[src/rtl/aes_ctrl_pkg.sv]
// Shared opcodes, FSM state encoding and helpers for the AES command controller.
package aes_ctrl_pkg;

  localparam int AES_BLK_W = 128;

  typedef logic [2:0] op_t;

  localparam op_t OP_LOAD_KEY = 3'd0;
  localparam op_t OP_LOAD_IV  = 3'd1;
  localparam op_t OP_ECB_ENC  = 3'd2;
  localparam op_t OP_ECB_DEC  = 3'd3;
  localparam op_t OP_CBC_ENC  = 3'd4;
  localparam op_t OP_CBC_DEC  = 3'd5;
  localparam op_t OP_CTR      = 3'd6;
  localparam op_t OP_ILLEGAL  = 3'd7;

  typedef enum logic [1:0] {
    ST_IDLE,
    ST_KEY,
    ST_ENG,
    ST_RESP
  } state_e;

  // Only the two decrypting modes run the round engine backwards; CTR always encrypts.
  function automatic logic op_is_dec(input op_t op);
    return (op == OP_ECB_DEC) || (op == OP_CBC_DEC);
  endfunction

endpackage

[src/rtl/aes_chain_unit.sv]
// Combinational chaining-mode datapath: engine input, block result and next IV/counter.
module aes_chain_unit
  import aes_ctrl_pkg::*;
#(
  parameter int CTR_W = 32
) (
  input  op_t                  op_i,
  input  logic [AES_BLK_W-1:0] blk_i,
  input  logic [AES_BLK_W-1:0] iv_i,
  input  logic [AES_BLK_W-1:0] eng_out_i,
  output logic [AES_BLK_W-1:0] eng_in_o,
  output logic [AES_BLK_W-1:0] result_o,
  output logic [AES_BLK_W-1:0] next_iv_o
);

  // The counter field wraps inside the mask; upper IV bits never see the carry.
  localparam logic [AES_BLK_W-1:0] CTR_MASK = {AES_BLK_W{1'b1}} >> (AES_BLK_W - CTR_W);

  logic [AES_BLK_W-1:0] iv_inc;
  assign iv_inc = iv_i + {{(AES_BLK_W-1){1'b0}}, 1'b1};

  // NOTE: every output gets a default before the case so no latch is inferred.
  always_comb begin
    eng_in_o  = blk_i;
    result_o  = eng_out_i;
    next_iv_o = iv_i;
    case (op_i)
      OP_CBC_ENC: begin
        eng_in_o  = blk_i ^ iv_i;
        next_iv_o = eng_out_i;
      end
      OP_CBC_DEC: begin
        result_o  = eng_out_i ^ iv_i;
        next_iv_o = blk_i;
      end
      OP_CTR: begin
        eng_in_o  = iv_i;
        result_o  = eng_out_i ^ blk_i;
        next_iv_o = (iv_i & ~CTR_MASK) | (iv_inc & CTR_MASK);
      end
      default: ;
    endcase
  end

endmodule

[src/rtl/aes_cmd_ctrl.sv]
// Tagged command front end: sequences key expansion and the round engine, one command in flight.
module aes_cmd_ctrl
  import aes_ctrl_pkg::*;
#(
  parameter int KEY_W = 256,
  parameter int TAG_W = 4,
  parameter int CTR_W = 32
) (
  input  logic                 clk,
  input  logic                 rst,
  input  logic                 in_valid,
  output logic                 in_ready,
  input  logic [2:0]           in_op,
  input  logic [TAG_W-1:0]     in_tag,
  input  logic [KEY_W-1:0]     in_data,
  output logic                 out_valid,
  input  logic                 out_ready,
  output logic [TAG_W-1:0]     out_tag,
  output logic [AES_BLK_W-1:0] out_data,
  output logic                 out_err,
  output logic                 busy,
  output logic                 key_start,
  output logic [KEY_W-1:0]     key_data,
  input  logic                 key_done,
  output logic                 eng_start,
  output logic                 eng_dir,
  output logic [AES_BLK_W-1:0] eng_in,
  input  logic [AES_BLK_W-1:0] eng_out,
  input  logic                 eng_done
);

  state_e               state_q, state_d;
  op_t                  op_q, op_d;
  logic [TAG_W-1:0]     tag_q, tag_d;
  logic [AES_BLK_W-1:0] blk_q, blk_d;
  logic [AES_BLK_W-1:0] iv_q, iv_d;
  logic [AES_BLK_W-1:0] out_data_q, out_data_d;
  logic                 out_err_q, out_err_d;
  logic                 key_loaded_q, key_loaded_d;
  logic [KEY_W-1:0]     key_q, key_d;
  logic [AES_BLK_W-1:0] eng_in_q, eng_in_d;
  logic                 key_start_q, key_start_d;
  logic                 eng_start_q, eng_start_d;

  logic [AES_BLK_W-1:0] in_blk;
  assign in_blk = in_data[KEY_W-1 -: AES_BLK_W];

  // In IDLE the chain unit sees the incoming command so eng_in can be registered at accept;
  // afterwards it sees the registered command, and IV does not move until eng_done.
  op_t                  chain_op;
  logic [AES_BLK_W-1:0] chain_blk;
  logic [AES_BLK_W-1:0] chain_eng_in, chain_result, chain_next_iv;

  assign chain_op  = (state_q == ST_IDLE) ? op_t'(in_op) : op_q;
  assign chain_blk = (state_q == ST_IDLE) ? in_blk : blk_q;

  aes_chain_unit #(.CTR_W(CTR_W)) u_chain (
    .op_i      (chain_op),
    .blk_i     (chain_blk),
    .iv_i      (iv_q),
    .eng_out_i (eng_out),
    .eng_in_o  (chain_eng_in),
    .result_o  (chain_result),
    .next_iv_o (chain_next_iv)
  );

  always_comb begin
    state_d      = state_q;
    op_d         = op_q;
    tag_d        = tag_q;
    blk_d        = blk_q;
    iv_d         = iv_q;
    out_data_d   = out_data_q;
    out_err_d    = out_err_q;
    key_loaded_d = key_loaded_q;
    key_d        = key_q;
    eng_in_d     = eng_in_q;
    key_start_d  = 1'b0;
    eng_start_d  = 1'b0;

    case (state_q)
      ST_IDLE: begin
        if (in_valid) begin
          op_d       = op_t'(in_op);
          tag_d      = in_tag;
          blk_d      = in_blk;
          out_data_d = '0;
          out_err_d  = 1'b0;
          case (op_t'(in_op))
            OP_LOAD_KEY: begin
              key_d        = in_data;
              key_loaded_d = 1'b0;
              key_start_d  = 1'b1;
              state_d      = ST_KEY;
            end
            OP_LOAD_IV: begin
              iv_d    = in_blk;
              state_d = ST_RESP;
            end
            OP_ILLEGAL: begin
              out_err_d = 1'b1;
              state_d   = ST_RESP;
            end
            default: begin
              if (key_loaded_q) begin
                eng_in_d    = chain_eng_in;
                eng_start_d = 1'b1;
                state_d     = ST_ENG;
              end else begin
                out_err_d = 1'b1;
                state_d   = ST_RESP;
              end
            end
          endcase
        end
      end
      // A done coinciding with the start pulse cannot belong to this command.
      ST_KEY: begin
        if (key_done && !key_start_q) begin
          key_loaded_d = 1'b1;
          state_d      = ST_RESP;
        end
      end
      ST_ENG: begin
        if (eng_done && !eng_start_q) begin
          out_data_d = chain_result;
          iv_d       = chain_next_iv;
          state_d    = ST_RESP;
        end
      end
      ST_RESP: begin
        if (out_ready) state_d = ST_IDLE;
      end
      default: state_d = ST_IDLE;
    endcase
  end

  // NOTE: sequential state uses non-blocking assignments so every register samples pre-edge values.
  always_ff @(posedge clk or posedge rst) begin
    if (rst) begin
      state_q      <= ST_IDLE;
      op_q         <= OP_LOAD_KEY;
      tag_q        <= '0;
      blk_q        <= '0;
      iv_q         <= '0;
      out_data_q   <= '0;
      out_err_q    <= 1'b0;
      key_loaded_q <= 1'b0;
      key_q        <= '0;
      eng_in_q     <= '0;
      key_start_q  <= 1'b0;
      eng_start_q  <= 1'b0;
    end else begin
      state_q      <= state_d;
      op_q         <= op_d;
      tag_q        <= tag_d;
      blk_q        <= blk_d;
      iv_q         <= iv_d;
      out_data_q   <= out_data_d;
      out_err_q    <= out_err_d;
      key_loaded_q <= key_loaded_d;
      key_q        <= key_d;
      eng_in_q     <= eng_in_d;
      key_start_q  <= key_start_d;
      eng_start_q  <= eng_start_d;
    end
  end

  assign in_ready  = (state_q == ST_IDLE);
  assign busy      = (state_q != ST_IDLE);
  assign out_valid = (state_q == ST_RESP);
  assign out_tag   = tag_q;
  assign out_data  = out_data_q;
  assign out_err   = out_err_q;
  assign key_start = key_start_q;
  assign key_data  = key_q;
  assign eng_start = eng_start_q;
  assign eng_dir   = op_is_dec(op_q);
  assign eng_in    = eng_in_q;

endmodule

[config.mk]
export PLATFORM = sky130hd
export DESIGN_NAME = aes_cmd_ctrl
export DESIGN_NICKNAME = d
export VERILOG_FILES = /design/src/rtl/aes_ctrl_pkg.sv /design/src/rtl/aes_chain_unit.sv /design/src/rtl/aes_cmd_ctrl.sv
export SDC_FILE = /design/constraint.sdc
export NUM_CORES = 2
export LEC_CHECK = 0
export BUFFER_PORTS_ARGS = -buffer_cell sky130_fd_sc_hd__buf_2
export CAP_MARGIN = 10
export CORE_MARGIN = 2
export CORE_UTILIZATION = 30
export CTS_CLUSTER_DIAMETER = 50
export DETAILED_ROUTE_END_ITERATION = 8
export MAX_ROUTING_LAYER = met4
export SYNTH_ARGS = -nofsm -noshare
export SYNTH_HDL_FRONTEND = slang
export SYNTH_SLANG_ARGS = --single-unit
export TNS_END_PERCENT = 10
[constraint.sdc]
create_clock -name clk -period 23.2 [get_ports clk]
set_clock_uncertainty 0.2 [all_clocks]
set_input_delay 1.16 -clock clk [delete_from_list [all_inputs] [get_ports clk]]
set_output_delay 1.16 -clock clk [all_outputs]
set_load 0.02 [all_outputs]
# Yosys cells after proc, flatten, opt, wreduce, memory -nomap -nowiden
# Index checks and enable logic that the tools add are counted.
# classes
n_addsub,1
n_reduce_logical,20
bitwise,5
eq_ne,17
muxes,32
# ops
op,n
$pmux W128 S2,4
$mux W128,6
$pmux W128 S3,1
$xor A128 B128 Y128,3
$or A128 B32 Y128,1
$add A32 B1 Y32 const B,1
$eq A3 B3 Y1 const B,5
$mux W1,12
$reduce_and A4 Y1,3
$mux W2,4
$pmux W2 S4,1
$ne A2 B1 Y1 const B,3
$ne A2 B2 Y1 const B,3
$reduce_and A3 Y1,2
$reduce_bool A2 Y1,3
$reduce_and A5 Y1,1
$eq A2 B2 Y1 const B,2
$ne A4 B1 Y1 const B,1
$pmux W1 S2,2
$pmux W2 S2,1
$reduce_or A2 Y1,2
$eq A3 B1 Y1 const B,1
$eq A3 B2 Y1 const B,1
$logic_not A3 Y1,1
other kinds (9),11
# totals
elab_cells,87
in_bits,397
out_inout_bits,523
register_bits,781

# Longest topological paths before layout
# depth
depth_word,6
ltp_mapped,11
ltp_nobuf,7

# Modules after synthesis
# A second synthesis with hierarchy kept.
# unflattened
cells_unflattened,4148
area_unflattened_um2,40368.7
# by_module_without_submodules
module,cells_each,n_inst,seq_area_each_um2,area_per_inst_um2
aes_cmd_ctrl,2673,1,19543.7,31494.0
aes_chain_unit,1475,1,0.0,8874.8

# Worst setup path after synthesis
# No wires, ideal clock.
# synth_timing
path_kind,input port to flip-flop
from,input in_op[0]
to,register iv_q[20]
path_buffers,4
setup_ns,0.122
t_arrival_ns,2.709
stages,8
t_required_ns,22.878
setup_slack_ns,20.169
path_cell_list,buf_4 -> and4b_1 -> buf_2 -> or2_1 -> buf_2 -> a211o_1 -> buf_2 -> a32o_1
# synth_via
elab_chain_len,5
elab_cells_between_ends,11
classes_between,eq/ne: 6; mux: 4; reduce/logical: 1
# synth_rtl
element,line,source
start: declaration,aes_cmd_ctrl.sv:13,"input logic [2:0] in_op,"
$mux W3,aes_cmd_ctrl.sv:54,assign chain_op = (state_q == ST_IDLE) ? op_t'(in_op) : op_q;
$eq A3 B3 Y1,aes_chain_unit.sv:27,case (op_i)
$pmux W128 S3,aes_chain_unit.sv:27,
$mux W128,aes_cmd_ctrl.sv:125,if (eng_done && !eng_start_q) begin
$pmux W128 S2,aes_cmd_ctrl.sv:81,case (state_q)
end signal: assignment,aes_cmd_ctrl.sv:158,iv_q <= iv_d;
end: declaration,aes_cmd_ctrl.sv:36,"logic [AES_BLK_W-1:0] iv_q, iv_d;"
# Several ways; a longest one is shown, not always the timed one. The select of a mux whose other input is x is not followed.
# A chain may end at the register's enable or synchronous reset.

==> results by group <==
Outcome
  • Outcome: finished, final reports clean

Floorplan
  • Io pins: 920
  • Die Span X: 365 µm
  • Core area: 129000 µm²
  • DIE AREA: 133000 µm²
  • Num rows: 132
  • Initial Util: 0.302
  • Die height: 365 µm

Clock network
  • Post-CTS Hold Buffers: 0
  • CTS Buf Count: 104
  • Clock slew seen by the registers of the worst setup and hold paths: 0.05 ns
  • Root buf cell: clkbuf_16
  • CTS tree: yes
  • Sink Count: 781
  • Longest Clk Path Bufs: 3
  • H-tree lvl count: 3
  • Worst-Skew Late Latency: 0.73 ns
  • Post-CTS sizing: 0
  • Post-CTS setup buffers: 0

Global routing
  • Number of global-route vias before repair: 34522
  • Initial antenna violation count: 30
  • GRT overflow: 0
  • GRT Overall Usage: 0.229
  • First-pass GRT wire length: 226 mm
  • Largest net degree at the start of global routing: 167

Logic synthesis
  • Asr flop ratio synth: 1.00
  • Post-synth EDFFs: 0
  • Yosys reg bits: 781
  • Yosys synthesis warning count: 0
  • Syn Area/Cell: 9.27 µm²
  • Mapped Nets: 4620
  • Top cells by area, synth: dfrtp_1, nand2_1, mux2_2
  • Ys flop type: dfrtp_1
  • Seq/Total Area, Yosys: 0.500
  • Post-Synthesis Cells: 4218
  • Synth Cell Area: 39100 µm²
  • Synth area leader: dfrtp_1
  • Top-area cell type share of the netlist area: 0.500
  • Netlist cell types: 68

Placed design
  • Post-DP Area: 45000 µm²
  • Final Wtd Congestion: 0.825
  • DP Wirelength: 99.0 mm
  • Worst slack at placement: 16.84 ns
  • DP Cell Count: 6576
  • Port Buffers: 919

Worst setup path
  • Worst Setup Start Kind: input pin
  • R2R Path Start: state_q[0]$_DFFE_PP0P_
  • Crit-path max FO: 74
  • WP data required: 23.70 ns
  • CP Data Arrival Time: 5.90 ns
  • Worst r2r dst: iv_q[30]$_DFFE_PP0P_
  • R2R Setup Slk: 18.07 ns
  • R2R cell count: 8
  • CP Class: in2async
  • CP Capture Type: async pin

STA
  • Fmax: 0.185 GHz
  • Final worst setup slack: 17.80 ns
  • Tmin final: 5.40 ns
  • Hold Fails Final Rpt: 0
  • RSZ-0062 raised after global routing: no
  • Tcrit/Tclk final: 0.233
  • Tightest Pin Transition: 1.13 ns
  • WHS: 0.263 ns
  • Setup TNS: 0 ns
  • Max-Slew Margin vs Limit: 0.243
  • Setup-failing EPs final: 0
  • Final Max Tran Viols: 0

Detailed routing
  • Vias: 36228
  • 1st-iter DRT viols: 3125
  • Detail Route Antenna Nets: 0
  • Wire per inst: 22.7 µm
  • # DRC: 0
  • Vias per cell: 5.32
  • DR pass1 iterations: 6
  • Detailed-route wire length: 154 mm

Cells and area
  • Ratio of cells with drive above 1 in the final layout: 0.287
  • Post-route insts no fill: 6804
  • Final core utilization: 0.375
  • Filler cells: 13229
  • Final instance area: 48600 µm²
  • Area growth from synthesis to layout: 24.3%
  • Final nets: 5342

Pwr
  • Cell Pwr Density: 157 nW/µm²
  • Pwr Total: 7.61 mW
  • Leakage: 23.6 nW
  • Worst-case vdd ir drop: 111 µV

Job
  • Max-cap viol count: 0

Hold path
  • Hold crit path type: in2async
## layout make-up
cell class / instances / area [µm²] / share of cell area
flip-flops and latches: 781 / 19500 / 0.402
multi-input cells: 3062 / 18100 / 0.373
well taps: 1742 / 2180 / 0.0448
repair buffers: 970 / 5030 / 0.104
clock inverters: 56 / 584 / 0.0120
clock buffers: 139 / 2970 / 0.0611
diodes: 33 / 82.6 / 0.00170
inverters: 21 / 95.1 / 0.00196
## kinds of logic (layout without fill, tap and decap cells)
group,Yosys count,in the layout,synth area share
AOI/OAI and AO/OA,1045,1045,0.180
xor gates and xnor gates,138,138,0.0309
adders and majority gates,5,5,0.00160
buffers and inverters,375,1186,0.0406
DFF,781,781,0.500
muxes,267,267,0.0768
other,0,33,0
and+or+nand+nor,1607,1607,0.171
## layout by cell type (no fill, tap or decap), types with 16 or more instances in the layout
cell / n
xor2_1: 128
mux2_2: 265
o21ai_0: 280
buf_2: 919
o211ai_1: 100
clkinv_2: 16
o31ai_1: 167
a211oi_1: 74
a21o_1: 71
inv_1: 18
nand4_1: 18
clkbuf_16: 107
nand2_1: 1144
a21oi_1: 137
dfrtp_1: 781
diode_2: 33
a221oi_1: 120
or3_1: 99
nand3_1: 147
a22oi_1: 32
nor2_1: 151
buf_4: 47
clkbuf_8: 17
## report_power, final
part           total [mW]  switching, mW  internal [mW]  leakage, nW
registers            2.33          0.398           1.93         9.91
logic                3.63           2.41           1.21         11.9
clock network        1.66          0.671          0.984         1.72
## cell usage after synthesis, drive strengths merged (3+ instances only)
master,n
a311o,3
a221o,7
or3,99
inv,19
a311oi,4
xor2,128
nor3b,4
o211ai,100
and3,3
a22oi,32
o31ai,167
a31oi,3
nand2b,5
nand4,18
a21o,71
dfrtp,781
xnor2,10
ha,5
a21oi,138
clkbuf,207
buf,147
o21ai,283
o2111ai,3
or2,5
and4,7
nand2,1147
a22o,5
nor3,3
mux2,265
o311ai,3
a211oi,74
nand3,149
a221oi,120
o31a,10
nor4,3
o32ai,4
nor2,152
## worst max-delay path by stage
stage	slack [ns]	to	from
2_1_floorplan	11.13	blk_q[0]$_DFFE_PP0P_	rst
3_3_place_gp	16.85	key_data[133]$_DFFE_PP0P_	rst
3_5_place_dp	16.84	key_data[146]$_DFFE_PP0P_	rst
4_1_cts	17.63	key_data[125]$_DFFE_PP0P_	rst
5_1_grt	17.06	blk_q[25]$_DFFE_PP0P_	rst
6_report	17.80	blk_q[25]$_DFFE_PP0P_	rst
## critical path: stages
cell and delay [ns]:
buf_2 0.11, clkinvlp_4 0.32, buf_4 0.81, buf_4 0.77, buf_4 0.76, buf_4 0.85, buf_4 0.86
## state kept, by name, indices dropped and copies added, names as in the netlist
| register | flops |
|---|---|
| key_data | 256 |
| blk_q | 128 |
| eng_in | 128 |
| iv_q | 128 |
| out_data | 128 |
| out_tag | 4 |
| op_q | 3 |
| state_q | 2 |
| eng_start | 1 |
| key_loaded_q | 1 |
| key_start | 1 |
| out_err | 1 |
## routing by layer
| layer | GRT usage | routed length [µm] | vias to the layer above |
|---|---|---|---|
| met2 | 0.353 | 71900 | 1589 |
| met5 | - | 0 | - |
| met1 | 0.290 | 64000 | 17982 |
| li1 | - | - | 16371 |
| met3 | 0.0548 | 13600 | 286 |
| met4 | 0.0926 | 4890 | 0 |
Power figures use the tool's default switching activity.
